`src/rtl/fifo_rd_arbiter.sv`:
```
// fifo_rd_arbiter: round-robin, burst-limited sharing of an async-FIFO read port; FIFO_RD_ARB_PRIO_EN gives requester 0 priority
module fifo_rd_arbiter #(
  parameter int WIDTH = 4,
  parameter int DEPTH = 8,
  parameter int NREQ  = 4,
  parameter int BURST = 4
) (
  input  logic                    r_clk,
  input  logic                    rst,
  input  logic [NREQ-1:0]         req,
  input  logic                    empty,
  input  logic [WIDTH-1:0]        rdata,
  output logic                    rd_rq,
  output logic [NREQ-1:0]         gnt,
  output logic [WIDTH-1:0]        dout,
  output logic                    dout_valid,
  output logic [$clog2(NREQ)-1:0] dout_id
);
  localparam int IW = $clog2(NREQ);
  localparam int CW = $clog2(BURST + 1);
  if (NREQ < 2 || BURST < 1 || DEPTH < 1) begin : g_bad_cfg
    $error("fifo_rd_arbiter: invalid NREQ/BURST/DEPTH");
  end
  typedef enum logic {IDLE, GRANT} state_t;
  state_t          state, state_nxt;
  logic [IW-1:0]   owner, owner_nxt, rr_ptr, rr_ptr_nxt, rr_pick, pick;
  logic [CW-1:0]   cnt, cnt_nxt;
  logic [NREQ-1:0] gnt_nxt;
  logic            pop, rel, prio_win, prio_nxt, win0;
  // Scan downwards so the first requester in rr_ptr order is written last and wins
  always_comb begin
    rr_pick = '0;
    for (int i = NREQ - 1; i >= 0; i--)
      if (req[(int'(rr_ptr) + i) % NREQ]) rr_pick = IW'((int'(rr_ptr) + i) % NREQ);
  end
`ifdef FIFO_RD_ARB_PRIO_EN
  // Only a win that round-robin would not have given freezes rr_ptr
  assign win0 = req[0] & (rr_pick != '0);
`else
  assign win0 = 1'b0;
`endif
  assign pick  = win0 ? '0 : rr_pick;
  assign rd_rq = (state == GRANT) & req[owner] & ~empty & ~rst;
  assign pop   = rd_rq & ~empty;
  assign rel   = (pop & (cnt == CW'(BURST - 1))) | ~req[owner] | (empty & ~pop);
  always_comb begin
    state_nxt  = state;
    owner_nxt  = owner;
    rr_ptr_nxt = rr_ptr;
    cnt_nxt    = cnt;
    gnt_nxt    = gnt;
    prio_nxt   = prio_win;
    if (state == IDLE) begin
      if (|req & ~empty) begin
        state_nxt = GRANT;
        owner_nxt = pick;
        gnt_nxt   = NREQ'(1) << pick;
        cnt_nxt   = '0;
        prio_nxt  = win0;
      end
    end else if (rel) begin
      state_nxt  = IDLE;
      gnt_nxt    = '0;
      rr_ptr_nxt = prio_win ? rr_ptr : (owner == IW'(NREQ - 1) ? '0 : owner + 1'b1);
    end else if (pop) begin
      cnt_nxt = cnt + 1'b1;
    end
  end
  always_ff @(posedge r_clk) begin
    if (rst) begin
      state      <= IDLE;
      owner      <= '0;
      rr_ptr     <= '0;
      cnt        <= '0;
      gnt        <= '0;
      prio_win   <= 1'b0;
      dout       <= '0;
      dout_valid <= 1'b0;
      dout_id    <= '0;
    end else begin
      state      <= state_nxt;
      owner      <= owner_nxt;
      rr_ptr     <= rr_ptr_nxt;
      cnt        <= cnt_nxt;
      gnt        <= gnt_nxt;
      prio_win   <= prio_nxt;
      dout_valid <= pop;
      if (pop) begin
        dout    <= rdata;
        dout_id <= owner;
      end
    end
  end
endmodule

```
`config.mk`:
```
export PLATFORM = sky130hd
export DESIGN_NAME = fifo_rd_arbiter
export DESIGN_NICKNAME = d
export VERILOG_FILES = /design/src/rtl/fifo_rd_arbiter.sv
export SDC_FILE = /design/constraint.sdc
export NUM_CORES = 1
export LEC_CHECK = 0
export ABC_AREA = 1
export CORE_ASPECT_RATIO = 1.1
export CORE_MARGIN = 2
export CORE_UTILIZATION = 45
export CTS_CLUSTER_SIZE = 12
export DETAILED_ROUTE_END_ITERATION = 7
export PLACE_DENSITY = 0.75
export RECOVER_POWER = 50
export SLEW_MARGIN = 25
export SYNTH_ARGS = -nofsm -noshare
export SYNTH_HDL_FRONTEND = slang
export SYNTH_SLANG_ARGS = --single-unit
```
`constraint.sdc`:
```
create_clock -name r_clk -period 1.51 [get_ports r_clk]
set_input_delay 0.302 -clock r_clk [delete_from_list [all_inputs] [get_ports r_clk]]
set_output_delay 0.302 -clock r_clk [all_outputs]
set_load 0.05 [all_outputs]
```
==> tab_implementation.tex <==
\begin{tabular}{lr}
\hline
Metric & Value \\
\hline
\multicolumn{2}{l}{\textbf{Global route}} \\
\quad Antenna violations before repair & 0 \\
\quad Wire length of the first global-routing pass & 4.48 mm \\
\quad Aggregate global-route resource usage & 20.4\% \\
\quad Largest net degree at the start of global routing & 13 \\
\quad Vias in the first global route & 1082 \\
\quad Global-route congestion overflow total & 0 \\
\multicolumn{2}{l}{\textbf{Power}} \\
\quad Switching power of the nets & 0.465 mW \\
\quad Largest voltage drop on the vdd net & 0.677 mV \\
\quad Int Pwr & 0.830 mW \\
\quad Power share of the clock group & 20.4\% \\
\quad Sequential group share of total power & 42.7\% \\
\quad Total power divided by cell area & 742 nW/um2 \\
\quad Fraction of power consumed by combinational cells & 36.9\% \\
\quad Switching fraction of total power & 35.9\% \\
\quad Power after layout & 1.29 mW \\
\quad Cell leakage power & 0.763 nW \\
\multicolumn{2}{l}{\textbf{Run status}} \\
\quad Status & finished, violations left \\
\quad Violated checks & negative setup slack \\
\multicolumn{2}{l}{\textbf{Floorplan}} \\
\quad Starting density of the core & 47.7\% \\
\quad Die area & 2820 um2 \\
\quad Overall die height & 55.5 um \\
\quad \# rows & 18 \\
\quad Horizontal extent of the die & 50.8 um \\
\quad Top-level port count & 23 \\
\quad Area of the placeable core & 2270 um2 \\
\multicolumn{2}{l}{\textbf{Worst setup path}} \\
\quad Worst reg2reg endpoint & state \\
\quad Capture point of the critical path & state \\
\quad Timing startpoint of the critical path & cnt[0] \\
\quad Cell type group with the largest total delay on the critical path & simple AND/OR/NAND/NOR gates \\
\quad Arr. time, crit path & 1.79 ns \\
\quad Largest driver fanout on the critical path & 2 \\
\quad Peak per-stage delay on the critical path & 0.34 ns \\
\quad Reg2reg start & cnt[0] \\
\quad Count of cell instances traversed by the critical path & 9 \\
\quad Number of buffers and inverters on the critical path & 2 \\
\quad FF-to-FF path depth & 9 \\
\quad Critical Path, Cell by Cell & ha\_1 > ha\_2 > nand3\_1 > nand2\_2 > nor2\_4 > nand2\_2 > buf\_4 > buf\_4 > a21oi\_1 \\
\quad Critical path startpoint category & flip-flop \\
\quad Worst setup EP type & flip-flop \\
\quad Worst Path Required & 1.75 ns \\
\quad Setup Crit Path Kind & flip-flop to flip-flop \\
\quad Register-to-register path setup slack & -0.04 ns \\
\quad Critical-path top delay cell & sky130\_fd\_sc\_hd\_\_dfxtp\_2 \\
\multicolumn{2}{l}{\textbf{Timing}} \\
\quad Pins Over Slew Limit & 0 \\
\quad Post-layout minimum cycle time & 1.55 ns \\
\quad Total setup violations reported at the end of the flow & 5 \\
\quad Slack of the critical path & -0.0388 ns \\
\quad Final count of hold timing violations & 0 \\
\quad Skew final & 0.00283 ns \\
\quad Final worst-path cycle share & 103\% \\
\quad RSZ-0062 raised after global routing & true \\
\quad Final hold slack & 0.476 ns \\
\quad Peak Freq & 0.646 GHz \\
\quad Actual transition at the worst max-transition pin & 0.244 ns \\
\quad Worst rel slew slack & 83.7\% \\
\multicolumn{2}{l}{\textbf{Layout}} \\
\quad P\&R area growth vs syn & 60.7\% \\
\quad Net total in the final layout & 209 \\
\quad Share of the core filled with cells & 76.7\% \\
\quad Post-route standard cell area excluding fillers & 1750 um2 \\
\quad Final antenna diode count & 0 \\
\quad Share of cells above drive strength 1 & 49.0\% \\
\quad Layout fillers & 164 \\
\multicolumn{2}{l}{\textbf{Routing}} \\
\quad Detail Route Antenna Nets & 0 \\
\quad Total detailed-routing wirelength & 2.97 mm \\
\quad Starting DRC count in detailed routing & 29 \\
\quad Detail-routed net length per standard cell & 13.3 um \\
\quad Via count & 1173 \\
\quad Via density per instance & 5.24 \\
\quad DR pass1 iterations & 4 \\
\quad Final routed DRC violation total & 0 \\
\multicolumn{2}{l}{\textbf{Synthesis}} \\
\quad Number of flops mapped to enable cells by yosys & 0 \\
\quad Net count after synthesis & 162 \\
\quad Total standard cell area after synthesis & 1090 um2 \\
\quad Synthesized instance count & 148 \\
\quad Number of distinct library cell variants in the gate-level netlist after synthesis & 23 \\
\quad Most instantiated flip-flop cell in the synthesis netlist & sky130\_fd\_sc\_hd\_\_dfxtp\_1 \\
\quad Asr flop ratio synth & 0\% \\
\quad YS warnings & 0 \\
\quad Mean instance size in the synthesized netlist & 7.34 um2 \\
\quad Sequential cell area fraction in the yosys report & 35.0\% \\
\quad Number of synthesized register bits & 19 \\
\multicolumn{2}{l}{\textbf{Placement}} \\
\quad Post-DP HPWL & 1.98 mm \\
\quad Routability-driven placement congestion ratio & 0.780 \\
\quad Area of placed instances & 1560 um2 \\
\quad Port buffer count & 22 \\
\multicolumn{2}{l}{\textbf{Clock tree}} \\
\quad Number of buffers on the longest clock path & 2 \\
\quad Clock Tree Root & sky130\_fd\_sc\_hd\_\_clkbuf\_4 \\
\quad Clock tree from TritonCTS & yes \\
\quad Clk Latency, worst-skew pair & 0.31 ns \\
\quad H-tree levels & 1 \\
\quad Total CTS buffers & 3 \\
\quad Sinks on Clock Net & 19 \\
\quad Worst-path clk slew & 0.11 ns \\
\multicolumn{2}{l}{\textbf{Run}} \\
\quad Max Cap Viol & 0 \\
\multicolumn{2}{l}{\textbf{Min path}} \\
\quad Origin of the worst min-delay path & cnt[1] \\
\quad Type of the tightest min-delay check & flip-flop to flip-flop \\
\hline
\end{tabular}
[worst min-delay path by stage]
stage / endpoint / slack (ns) / cells past startpoint
2_1_floorplan: dout[2] / 0.37 / 1
3_3_place_gp: cnt[2] / 0.45 / 2
3_5_place_dp: cnt[2] / 0.46 / 2
4_1_cts: cnt[2] / 0.47 / 2
5_1_grt: cnt[1] / 0.50 / 2
6_report: cnt[1] / 0.48 / 2
[sequential cells by signal (all words and copies together) (netlist names)]
| name | flops |
|---|---|
| dout_valid | 1 |
| dout_id | 2 |
| dout | 4 |
| owner | 2 |
| gnt | 4 |
| cnt | 3 |
| rr_ptr | 2 |
| state | 1 |
[through the flow]
step	TNS (ns)	setup WS, ns	instances
after detailed placement	-4.52	-0.313	214
final	-0.136	-0.0388	224
after global routing	-0.710	-0.126	224
after CTS	-0.0349	-0.0236	218
after global placement	-3.65	-0.292	214
after floorplan	0	0.109	148
[cell usage in the layout, fill, tap and decap left out, types with 2 or more instances in the layout]
cell                              synthesis  routed
sky130_fd_sc_hd__nand2_1                 36      31
sky130_fd_sc_hd__nand3_1                  6       4
sky130_fd_sc_hd__nor2_4                   1       6
sky130_fd_sc_hd__o21a_1                   2       2
sky130_fd_sc_hd__nand3_2                  7       6
sky130_fd_sc_hd__inv_4                    0       2
sky130_fd_sc_hd__buf_12                   0      11
sky130_fd_sc_hd__dlygate4sd2_1            0       5
sky130_fd_sc_hd__a21oi_2                  3       4
sky130_fd_sc_hd__a21oi_1                 15      14
sky130_fd_sc_hd__ha_1                     3       2
sky130_fd_sc_hd__nand2_4                  3       5
sky130_fd_sc_hd__inv_1                   14      11
sky130_fd_sc_hd__nand3_4                  1       4
sky130_fd_sc_hd__dfxtp_1                 19      14
sky130_fd_sc_hd__dfxtp_2                  0       4
sky130_fd_sc_hd__buf_4                    0      21
sky130_fd_sc_hd__o21ai_1                  1       5
sky130_fd_sc_hd__inv_2                    5       6
sky130_fd_sc_hd__nand2_2                 11      14
sky130_fd_sc_hd__clkdlybuf4s50_1          0       5
sky130_fd_sc_hd__nor2_1                   8       3
sky130_fd_sc_hd__nand4_1                  2       2
sky130_fd_sc_hd__clkbuf_4                 0       3
[cell usage after synthesis, types with 2 or more instances]
| library cell | instances | share of area [%] |
|---|---|---|
| sky130_fd_sc_hd__a21oi_1 | 15 | 6.9 |
| sky130_fd_sc_hd__nand3_1 | 6 | 2.8 |
| sky130_fd_sc_hd__ha_1 | 3 | 3.5 |
| sky130_fd_sc_hd__inv_1 | 14 | 4.8 |
| sky130_fd_sc_hd__nand2_2 | 11 | 6.3 |
| sky130_fd_sc_hd__nor2_1 | 8 | 2.8 |
| sky130_fd_sc_hd__nand2_4 | 3 | 3.1 |
| sky130_fd_sc_hd__o21ai_0 | 6 | 2.8 |
| sky130_fd_sc_hd__a21oi_2 | 3 | 2.4 |
| sky130_fd_sc_hd__dfxtp_1 | 19 | 35 |
| sky130_fd_sc_hd__inv_2 | 5 | 1.7 |
| sky130_fd_sc_hd__nand2_1 | 36 | 12 |
| sky130_fd_sc_hd__nand3_2 | 7 | 6.5 |
| sky130_fd_sc_hd__o21a_1 | 2 | 1.4 |
| sky130_fd_sc_hd__nand4_1 | 2 | 1.2 |
[power by group through the flow]
stage / clock network (mW) / registers, mW / logic [mW]
2_1_floorplan: 0 / 0.591 / 0.225
3_3_place_gp: 0 / 0.558 / 0.407
3_5_place_dp: 0 / 0.558 / 0.418
4_1_cts: 0.268 / 0.549 / 0.426
5_1_grt: 0.289 / 0.556 / 0.515
6_report: 0.264 / 0.553 / 0.478
[logic make-up after synthesis]
family          count (synthesis)  share of synthesized area, %
buf+inv                        23                          9.33
flops                          19                          35.0
compound gates                 27                          13.9
simple gates                   76                          38.2
fa+ha+maj                       3                          3.46
[metal layers]
metal,part of all wire [%],track usage (%)
met1,37,21.8
met2,57,38.2
met3,3.0,3.51
met4,2.4,8.49
met5,0,0
[what timing repair did]
| action | in CTS | in global routing |
|---|---|---|
| pin swaps | 3 | 5 |
| hold buffers | 0 | 0 |
| endpoints found under the setup margin | 10 | 11 |
| resized for setup | 22 | 26 |
| setup buffers | 2 | 5 |
| gates cloned | 0 | 1 |
[final cells by class]
class | count | area, um2 | area share, %
clock buffer | 3 | 22.5 | 1.29
clock inverter | 1 | 5.00 | 0.287
inverter | 21 | 96.3 | 5.52
multi-input combinational | 106 | 707 | 40.5
sequential | 19 | 389 | 22.3
tap | 30 | 37.5 | 2.15
timing repair buffer | 44 | 488 | 28.0
[tightest hold or removal path: cells and delay by family, from the launching register on]
family / cells / cell delay, ns
flops: 1 / 0.33
compound gates: 1 / 0.05
simple gates: 1 / 0.06
Note: power is estimated with default switching activity, not from simulation.
